`config.mk`:
```
export PLATFORM = sky130hd
export DESIGN_NAME = fft_stream_host
export DESIGN_NICKNAME = d
export VERILOG_FILES = /design/src/rtl/fft_stream_host.sv
export SDC_FILE = /design/constraint.sdc
export NUM_CORES = 1
export LEC_CHECK = 0
export ABC_AREA = 1
export CORE_MARGIN = 4
export CORE_UTILIZATION = 53
export DETAILED_ROUTE_END_ITERATION = 10
export GPL_TIMING_DRIVEN = 0
export PLACE_DENSITY_LB_ADDON = 0.15
export SLEW_MARGIN = 40
export SYNTH_ARGS = -nofsm -noshare
export SYNTH_HDL_FRONTEND = slang
export SYNTH_SLANG_ARGS = --single-unit
```
`constraint.sdc`:
```
create_clock -name i_clk -period 7.9 [get_ports i_clk]
set_input_delay 2.37 -clock i_clk [delete_from_list [all_inputs] [get_ports i_clk]]
set_output_delay 2.37 -clock i_clk [all_outputs]
set_load 0.02 [all_outputs]
```
`src/rtl/fft_stream_host.sv`:
```
// Host-side stimulus/collector for the FFT bridge: streams N source-RAM samples out on AR,
// then collects N results from AW into the result RAM.
module fft_stream_host #(
  parameter int DATA_WIDTH = 32,
  parameter int IDX_WIDTH  = 12
) (
  input  logic                  i_clk,
  input  logic                  i_rst,
  input  logic                  i_START,
  input  logic [IDX_WIDTH-1:0]  i_SAMPLES_NUMBER,
  output logic                  o_BUSY,
  output logic                  o_DONE,
  output logic                  o_ERR,
  output logic [IDX_WIDTH-1:0]  o_SRC_INDEX,
  output logic                  o_SRC_READ,
  input  logic [DATA_WIDTH-1:0] i_SRC_DATA,
  output logic                  o_ARVALID,
  output logic [DATA_WIDTH-1:0] o_ARDATA,
  input  logic                  i_ARREADY,
  input  logic                  i_AWVALID,
  input  logic [DATA_WIDTH-1:0] i_AWDATA,
  output logic                  o_AWREADY,
  output logic                  o_DST_WRITE,
  output logic [IDX_WIDTH-1:0]  o_DST_INDEX,
  output logic [DATA_WIDTH-1:0] o_DST_DATA
);

  typedef enum logic [2:0] {IDLE, SEND, WAIT_RESULT, RECV, DONE} state_e;

  state_e                      state_q;
  logic [IDX_WIDTH-1:0]        n_q, rd_cnt_q, tx_cnt_q, rx_cnt_q;
  logic [1:0][DATA_WIDTH-1:0]  fifo_q;
  logic                        wp_q, rp_q, pend_q, err_q;
  logic [1:0]                  occ_q, occ_d;
  logic                        ar_fire, aw_fire, src_read;

  assign o_ARVALID = (occ_q != 2'd0);
  assign o_ARDATA  = o_ARVALID ? fifo_q[rp_q] : '0;
  assign ar_fire   = o_ARVALID & i_ARREADY;
  assign o_AWREADY = (state_q == WAIT_RESULT) || (state_q == RECV);
  assign aw_fire   = i_AWVALID & o_AWREADY;

  // Counting the pop of this cycle lets a read overlap a transfer, sustaining one sample per cycle;
  // occupancy plus in-flight reads never exceeds two.
  assign occ_d    = occ_q + {1'b0, pend_q} - {1'b0, ar_fire};
  assign src_read = (state_q == SEND) && (rd_cnt_q < n_q) && (occ_q != 2'd2) && (occ_d < 2'd2);

  assign o_SRC_READ  = src_read;
  assign o_SRC_INDEX = rd_cnt_q;
  assign o_DST_WRITE = aw_fire;
  assign o_DST_INDEX = rx_cnt_q;
  assign o_DST_DATA  = aw_fire ? i_AWDATA : '0;
  assign o_BUSY      = (state_q != IDLE);
  assign o_DONE      = (state_q == DONE);
  assign o_ERR       = err_q;

  always_ff @(posedge i_clk) begin
    if (i_rst) begin
      state_q  <= IDLE;
      n_q      <= '0;
      rd_cnt_q <= '0;
      tx_cnt_q <= '0;
      rx_cnt_q <= '0;
      fifo_q   <= '0;
      wp_q     <= 1'b0;
      rp_q     <= 1'b0;
      occ_q    <= 2'd0;
      pend_q   <= 1'b0;
      err_q    <= 1'b0;
    end else begin
      err_q  <= 1'b0;
      pend_q <= src_read;
      occ_q  <= occ_d;
      if (src_read) rd_cnt_q <= rd_cnt_q + 1'b1;
      if (pend_q) begin
        fifo_q[wp_q] <= i_SRC_DATA;
        wp_q         <= ~wp_q;
      end
      if (ar_fire) begin
        rp_q     <= ~rp_q;
        tx_cnt_q <= tx_cnt_q + 1'b1;
      end
      if (aw_fire) rx_cnt_q <= rx_cnt_q + 1'b1;

      case (state_q)
        IDLE: begin
          if (i_START) begin
            if (i_SAMPLES_NUMBER != '0) begin
              n_q      <= i_SAMPLES_NUMBER;
              rd_cnt_q <= '0;
              tx_cnt_q <= '0;
              rx_cnt_q <= '0;
              state_q  <= SEND;
            end else begin
              err_q <= 1'b1;
            end
          end
        end
        SEND: begin
          if (ar_fire && (tx_cnt_q == n_q - 1'b1)) state_q <= WAIT_RESULT;
        end
        WAIT_RESULT, RECV: begin
          if (aw_fire) state_q <= (rx_cnt_q == n_q - 1'b1) ? DONE : RECV;
        end
        DONE:    state_q <= IDLE;
        default: state_q <= IDLE;
      endcase
    end
  end

endmodule
```
# After elaboration in Yosys (flattened, before gate mapping)
# Index checks and enable logic that the tools add are counted.
totals:
  reg_bits: 121
  inputBits: 81
  out_inout_bits: 95
classes:
  addsub: 6
  order_cmp: 5
  eq_ne: 11
  mux: 26
  n_bitwise: 6
  n_reduce_logical: 14
op_table:
  columns: ["operator", "n"]
  rows:
  - ["32-bit 2-to-1 mux", 5]
  - ["12-bit 2-to-1 mux", 12]
  - ["64-bit bitwise mux", 1]
  - ["12-bit by 1-bit adder with 12-bit output (second input constant)", 3]
  - ["32-bit demux with 1-bit select", 1]
  - ["12-bit equality test", 2]
  - ["3-bit 2-to-1 mux", 5]
  - ["12-bit less-than comparator", 1]
  - ["12-bit nonzero test", 1]
  - ["12-bit by 1-bit subtractor with 12-bit output (second input constant)", 1]
  - ["3-bit case mux with 3 select lines", 1]
  - ["2-bit != test (second input constant)", 4]
  - ["3-bit by 2-bit equality test with 1-bit output (second input constant)", 2]
  - ["1-bit logical AND", 5]
  - ["1-bit by 2-bit less-than comparator with 1-bit output (second input constant)", 2]
  - ["1-bit NOT", 4]
  - ["4-bit AND reduction", 1]
  - ["3-bit by 1-bit equality test with 1-bit output (second input constant)", 1]
  - ["3-bit equality test (second input constant)", 1]
  - ["3-bit logical NOT", 1]
  - ["3-bit AND reduction", 1]
  - ["3-bit nonzero test", 1]
  - ["3-bit OR reduction", 1]
  - ["2-bit by 1-bit adder with 2-bit output", 1]
  - ["other kinds (9)", 10]

# Longest topological paths before layout
# Gate-level depths: netlist (run 1).
logic_depth:
  word_depth: 9
  ltp_mapped: 16
  ltp_nobuf: 16

# Least setup slack after synthesis (run 1)
# OpenSTA, ideal clock, no wires.
synth_path:
  path_kind: "in2out"
  start: "in i_ARREADY"
  end: "out o_SRC_READ"
  arrival_time_ns: 3.769
  path_slack_ns: 1.761
  stages: 11
  path_buffers: 0
  path_cell_list: "inv_1 > nor2_2 > ha_1 > inv_1 > ha_1 > xor2_1 > xor2_1 > inv_1 > o2111a_1 > nand2_1 > inv_1"
synth_via:
  elab_chain_cells: 4
synth_lines:
  columns: ["item", "line_no", "rtl"]
  rows:
  - ["start: declaration", "19", "input logic i_ARREADY,"]
  - ["1-bit bitwise AND", "39", "assign ar_fire = o_ARVALID & i_ARREADY;"]
  - ["via ar_fire", "35", "logic ar_fire, aw_fire, src_read;"]
  - ["2-bit by 1-bit subtractor with 2-bit output", "45", "assign occ_d = occ_q + {1'b0, pend_q} - {1'b0, ar_fire};"]
  - ["2-bit less-than comparator", "46", "assign src_read = (state_q == SEND) && (rd_cnt_q < n_q) && (occ_q != 2'd2) && (occ_d < 2'd2);"]
  - ["1-bit logical AND", "46", null]
  - ["end: declaration", "15", "output logic o_SRC_READ,"]
# The timed path passes the listed nets, and every way through them passes these cells.

# Worst setup path after layout (run 1)
# Ends and elaborated chain as after synthesis.

==> reports/qor.csv, run 1 <==
stage;metric;value;unit
synth;mux share of post-synthesis cell area;0.154;%
min_path;Hold Crit Class;flop to flop;
floorplan;Site Rows;40;
global_routing;first-pass GRT wire length;31200;microns
detailed_routing;via density per instance;5.25;
synth;Seq cells post-synth;121;
detailed_routing;total number of vias;7009;
detailed_routing;Met2 Wirelength;9860;microns
cts;post-cts resize count;0;
global_routing;gr usage total;27.0;%
timing;fin crit share;95.5;%
global_routing;grt total ovfl;0;
synth;Post-Synthesis Cells;983;
floorplan;Core Area;12000;sq um
synth;synth top area cells;dfxtp_1 37%, nor2_1 13%, nand2_1 10%, o21ai_0 6.3%, inv_1 5.6%;
floorplan;Die X-Extent;119;microns
synth;asr flop ratio synth;0;%
floorplan;Die Y-Extent;119;microns
critical_path;Setup crit end kind;output pin;
synth;top_reg_cell synth;dfxtp_1;
synth;mean cell area of the mapped netlist;6.61;sq um
run_status;status;complete, no violations;
timing;Hold Fails Final Rpt;0;
critical_path;Arrival @ worst endpoint;5.17;ns
global_routing;largest net degree at the start of global routing;17;
synth;largest family of logic cells by synthesized area;simple AND/OR/NAND/NOR gates;
critical_path;crit-path max FO;5;
place;Final HPWL DP;14300;microns
synth;synthesized area;6490;sq um
detailed_routing;per-cell routed wire length;14.4;microns
timing;Setup TNS;0;ns
power_and_ir_drop;P per Cell Area;284;nW/um^2
timing;max frequency;0.133;GHz
cts;Num Clock Sinks;121;
cts;clk_lat worst skew;0.42;ns
layout;ant diodes;0;
cts;post-CTS setup buffers;0;
critical_path;Setup crit start kind;input pin;
global_routing;vias in the first global route;6611;
cts;H-tree depth;4;
timing;Period minus WS final;7.54;ns
critical_path;Crit Path Category;input pin to output pin;
synth;Post-Synth Adder-Cell Area;3.27;%
place;Port Buffers;174;
floorplan;die area;14100;sq um
synth;Synth top cells by count;226 x nor2_1, 173 x nand2_1, 121 x dfxtp_1;
critical_path;Worst EP required;5.53;ns
synth;simple-gate share of the synthesized area;34.3;%
layout;storage element area;2420;sq um
timing;Slew @ Worst Pin;0.549;ns
layout;area of the multi-input gates;3520;sq um
layout;Layout area overhead;39.7;%
timing;Slew Limit Headroom;63.4;%
detailed_routing;Routed WL;19300;microns
job;max cap viols;0;
floorplan;initial core utilization;54.1;%
synth;Synth Area in XOR/XNOR;3.91;%
global_routing;initial antenna violation count;0;
cts;clock transition at the registers of the reported paths;0.05;ns
timing;unrepaired setup endpoints after global routing;false;
cts;Root Buffer;clkbuf_16;
timing;Slew Limit Fails;0;
layout;layout cells sized above 1;5.13;%
synth;register area share after synthesis;37.3;%
cts;Hold-fix buffers, CTS;0;
cts;clock tree buffer depth;2;
synth;Syn. warnings;0;
synth;post-synth top area share;37.3;%
detailed_routing;antenna-violating nets left;0;
detailed_routing;max layer used;met4;
power_and_ir_drop;Leak;3.66;nW
layout;final non-filler cell total;1336;
synth;post-synth top area cell;dfxtp_1;
cts;TritonCTS clock tree;done;
detailed_routing;TritonRoute pass-1 iters;5;
synth;EDFF count, synth;0;
place;RD Place Congestion;0.873;
detailed_routing;length of routed wiring on met1;7730;microns
detailed_routing;DRC;0;
detailed_routing;metal3 WL;1310;microns
floorplan;Top Ports;176;
power_and_ir_drop;Power Total;0.00258;W
cts;Num CTS Buffers;17;
timing;Final setup viols;0;
synth;syn_nets;1081;
timing;Worst Skew;0.00650;ns
power_and_ir_drop;worst vdd ir;0.196;mV
synth;count leader, synth;nor2_1;
place;Placed Cells;1304;
synth;synth unique cells;38;
synth;Compound-Gate Fraction of Synth Area;12.5;%
detailed_routing;initial drt markers;415;
layout;nets@finish;1274;
layout;Fillers;965;
## flip-flops by register name, summed over array words and instances, names as in the netlist, 2 cells and up
signal and flops:
state_q 3, o_SRC_INDEX 12, n_q 12, o_DST_INDEX 12
tx_cnt_q 12, fifo_q 64, occ_q 2
## final cells by class
cell class              count  area share (%)
repair buffers            174            19.2
clock buffers              22            5.12
flip-flops and latches    121            26.7
well taps                 147            2.03
inverters                 104            4.33
plain buffers              42            1.78
clock inverters            10            2.10
multi-input cells         716            38.8
## cells by family (layout without fill, tap and decap cells)
| logic type | after synthesis | after routing |
|---|---|---|
| multiplexers | 1 | 1 |
| AND/OR/NAND/NOR | 511 | 511 |
| adder cells (fa/ha/maj) | 17 | 17 |
| XOR/XNOR | 29 | 29 |
| AO/OA/AOI/OAI | 158 | 158 |
| flip-flops | 121 | 121 |
| buffers and inverters | 146 | 352 |
## worst max-delay path, stage by stage
cell and delay [ns]:
clkdlybuf4s50_1 0.54, inv_1 0.07, nor2_2 0.27, ha_1 0.29, inv_1 0.06, ha_1 0.15
xor2_1 0.18, xor2_1 0.09, inv_1 0.08, o2111a_1 0.23, nand2_1 0.14, inv_1 0.10
clkdlybuf4s50_1 0.60
## through the flow
| step | cell area (sq um) | worst slack [ns] | hold slack (ns) | utilization (%) |
|---|---|---|---|---|
| 2_1_floorplan | 6490 | 1.76 | 0.455 | - |
| 3_3_place_gp | 8420 | 0.424 | 0.461 | 70.1 |
| 3_5_place_dp | 8420 | 0.373 | 0.472 | 70.1 |
| 4_1_cts | 9070 | 0.356 | 0.485 | 75.6 |
| 5_1_grt | 9070 | 0.187 | 0.509 | 75.6 |
| 6_report | 9070 | 0.356 | 0.481 | 75.6 |
## where the power goes
group	internal, W	leakage (nW)	switching [W]
registers	0.000704	0.981	0.0000652
clock network	0.000577	0.307	0.000285
logic	0.000330	2.37	0.000614
## layout by cell type (no fill, tap or decap), types with 2 or more instances in the layout
cell type,Yosys,layout
nor2_2,6,6
nor4_1,2,2
clkbuf_1,36,39
inv_2,5,5
nand2_1,173,173
buf_1,3,3
clkbuf_8,0,2
bufinv_16,0,5
nor2_8,2,2
nand3_1,57,57
nor3_2,2,2
nor2_4,4,4
nand2_2,3,3
xnor2_1,8,8
nor2_1,226,226
o21ai_0,82,82
nor3_1,14,14
a211oi_1,2,2
dfxtp_1,121,121
nor4_4,2,2
ha_1,17,17
nand3b_1,7,7
buf_2,3,3
clkbuf_16,0,17
inv_1,97,97
clkdlybuf4s50_1,0,174
nor3b_1,3,3
nand4_1,7,7
xor2_1,21,21
a21oi_1,68,68
clkinvlp_4,0,3
## per-layer routing
metal / up-vias / global-route usage (%)
li1: 3522 / -
met1: 3209 / 31.2
met2: 245 / 49.0
met3: 33 / 6.17
met4: 0 / 8.76
met5: - / 0
## final timing paths
kind,start,to,slack [ns],depth (start not counted)
hold reg to reg,fifo_q[56],fifo_q[56],0.48,2
setup / recovery,i_ARREADY,o_SRC_READ,0.36,13
hold / removal,fifo_q[56],fifo_q[56],0.48,2
setup reg to reg,occ_q[1],o_SRC_INDEX[10],5.01,12
Note: power is estimated with default switching activity, not from simulation.
==> inputs of run 2 (changes only) <==
--- a/config.mk
+++ b/config.mk
@@ -10,2 +10,3 @@
 export CORE_UTILIZATION = 53
+export CTS_CLUSTER_SIZE = 24
 export DETAILED_ROUTE_END_ITERATION = 10
==> constraint.sdc (replaced) <==
create_clock -name i_clk -period 7.9 [get_ports i_clk]
set_input_delay 1.58 -clock i_clk [delete_from_list [all_inputs] [get_ports i_clk]]
set_output_delay 1.58 -clock i_clk [all_outputs]
set_load 0.02 [all_outputs]
==> results of run 2 <==
The final DEF is identical to that of run 1. Status: complete, no violations.
Main changes from that run: setup slack after placement 0.373 ns -> 1.95 ns; setup slack after layout 0.356 ns -> 1.94 ns
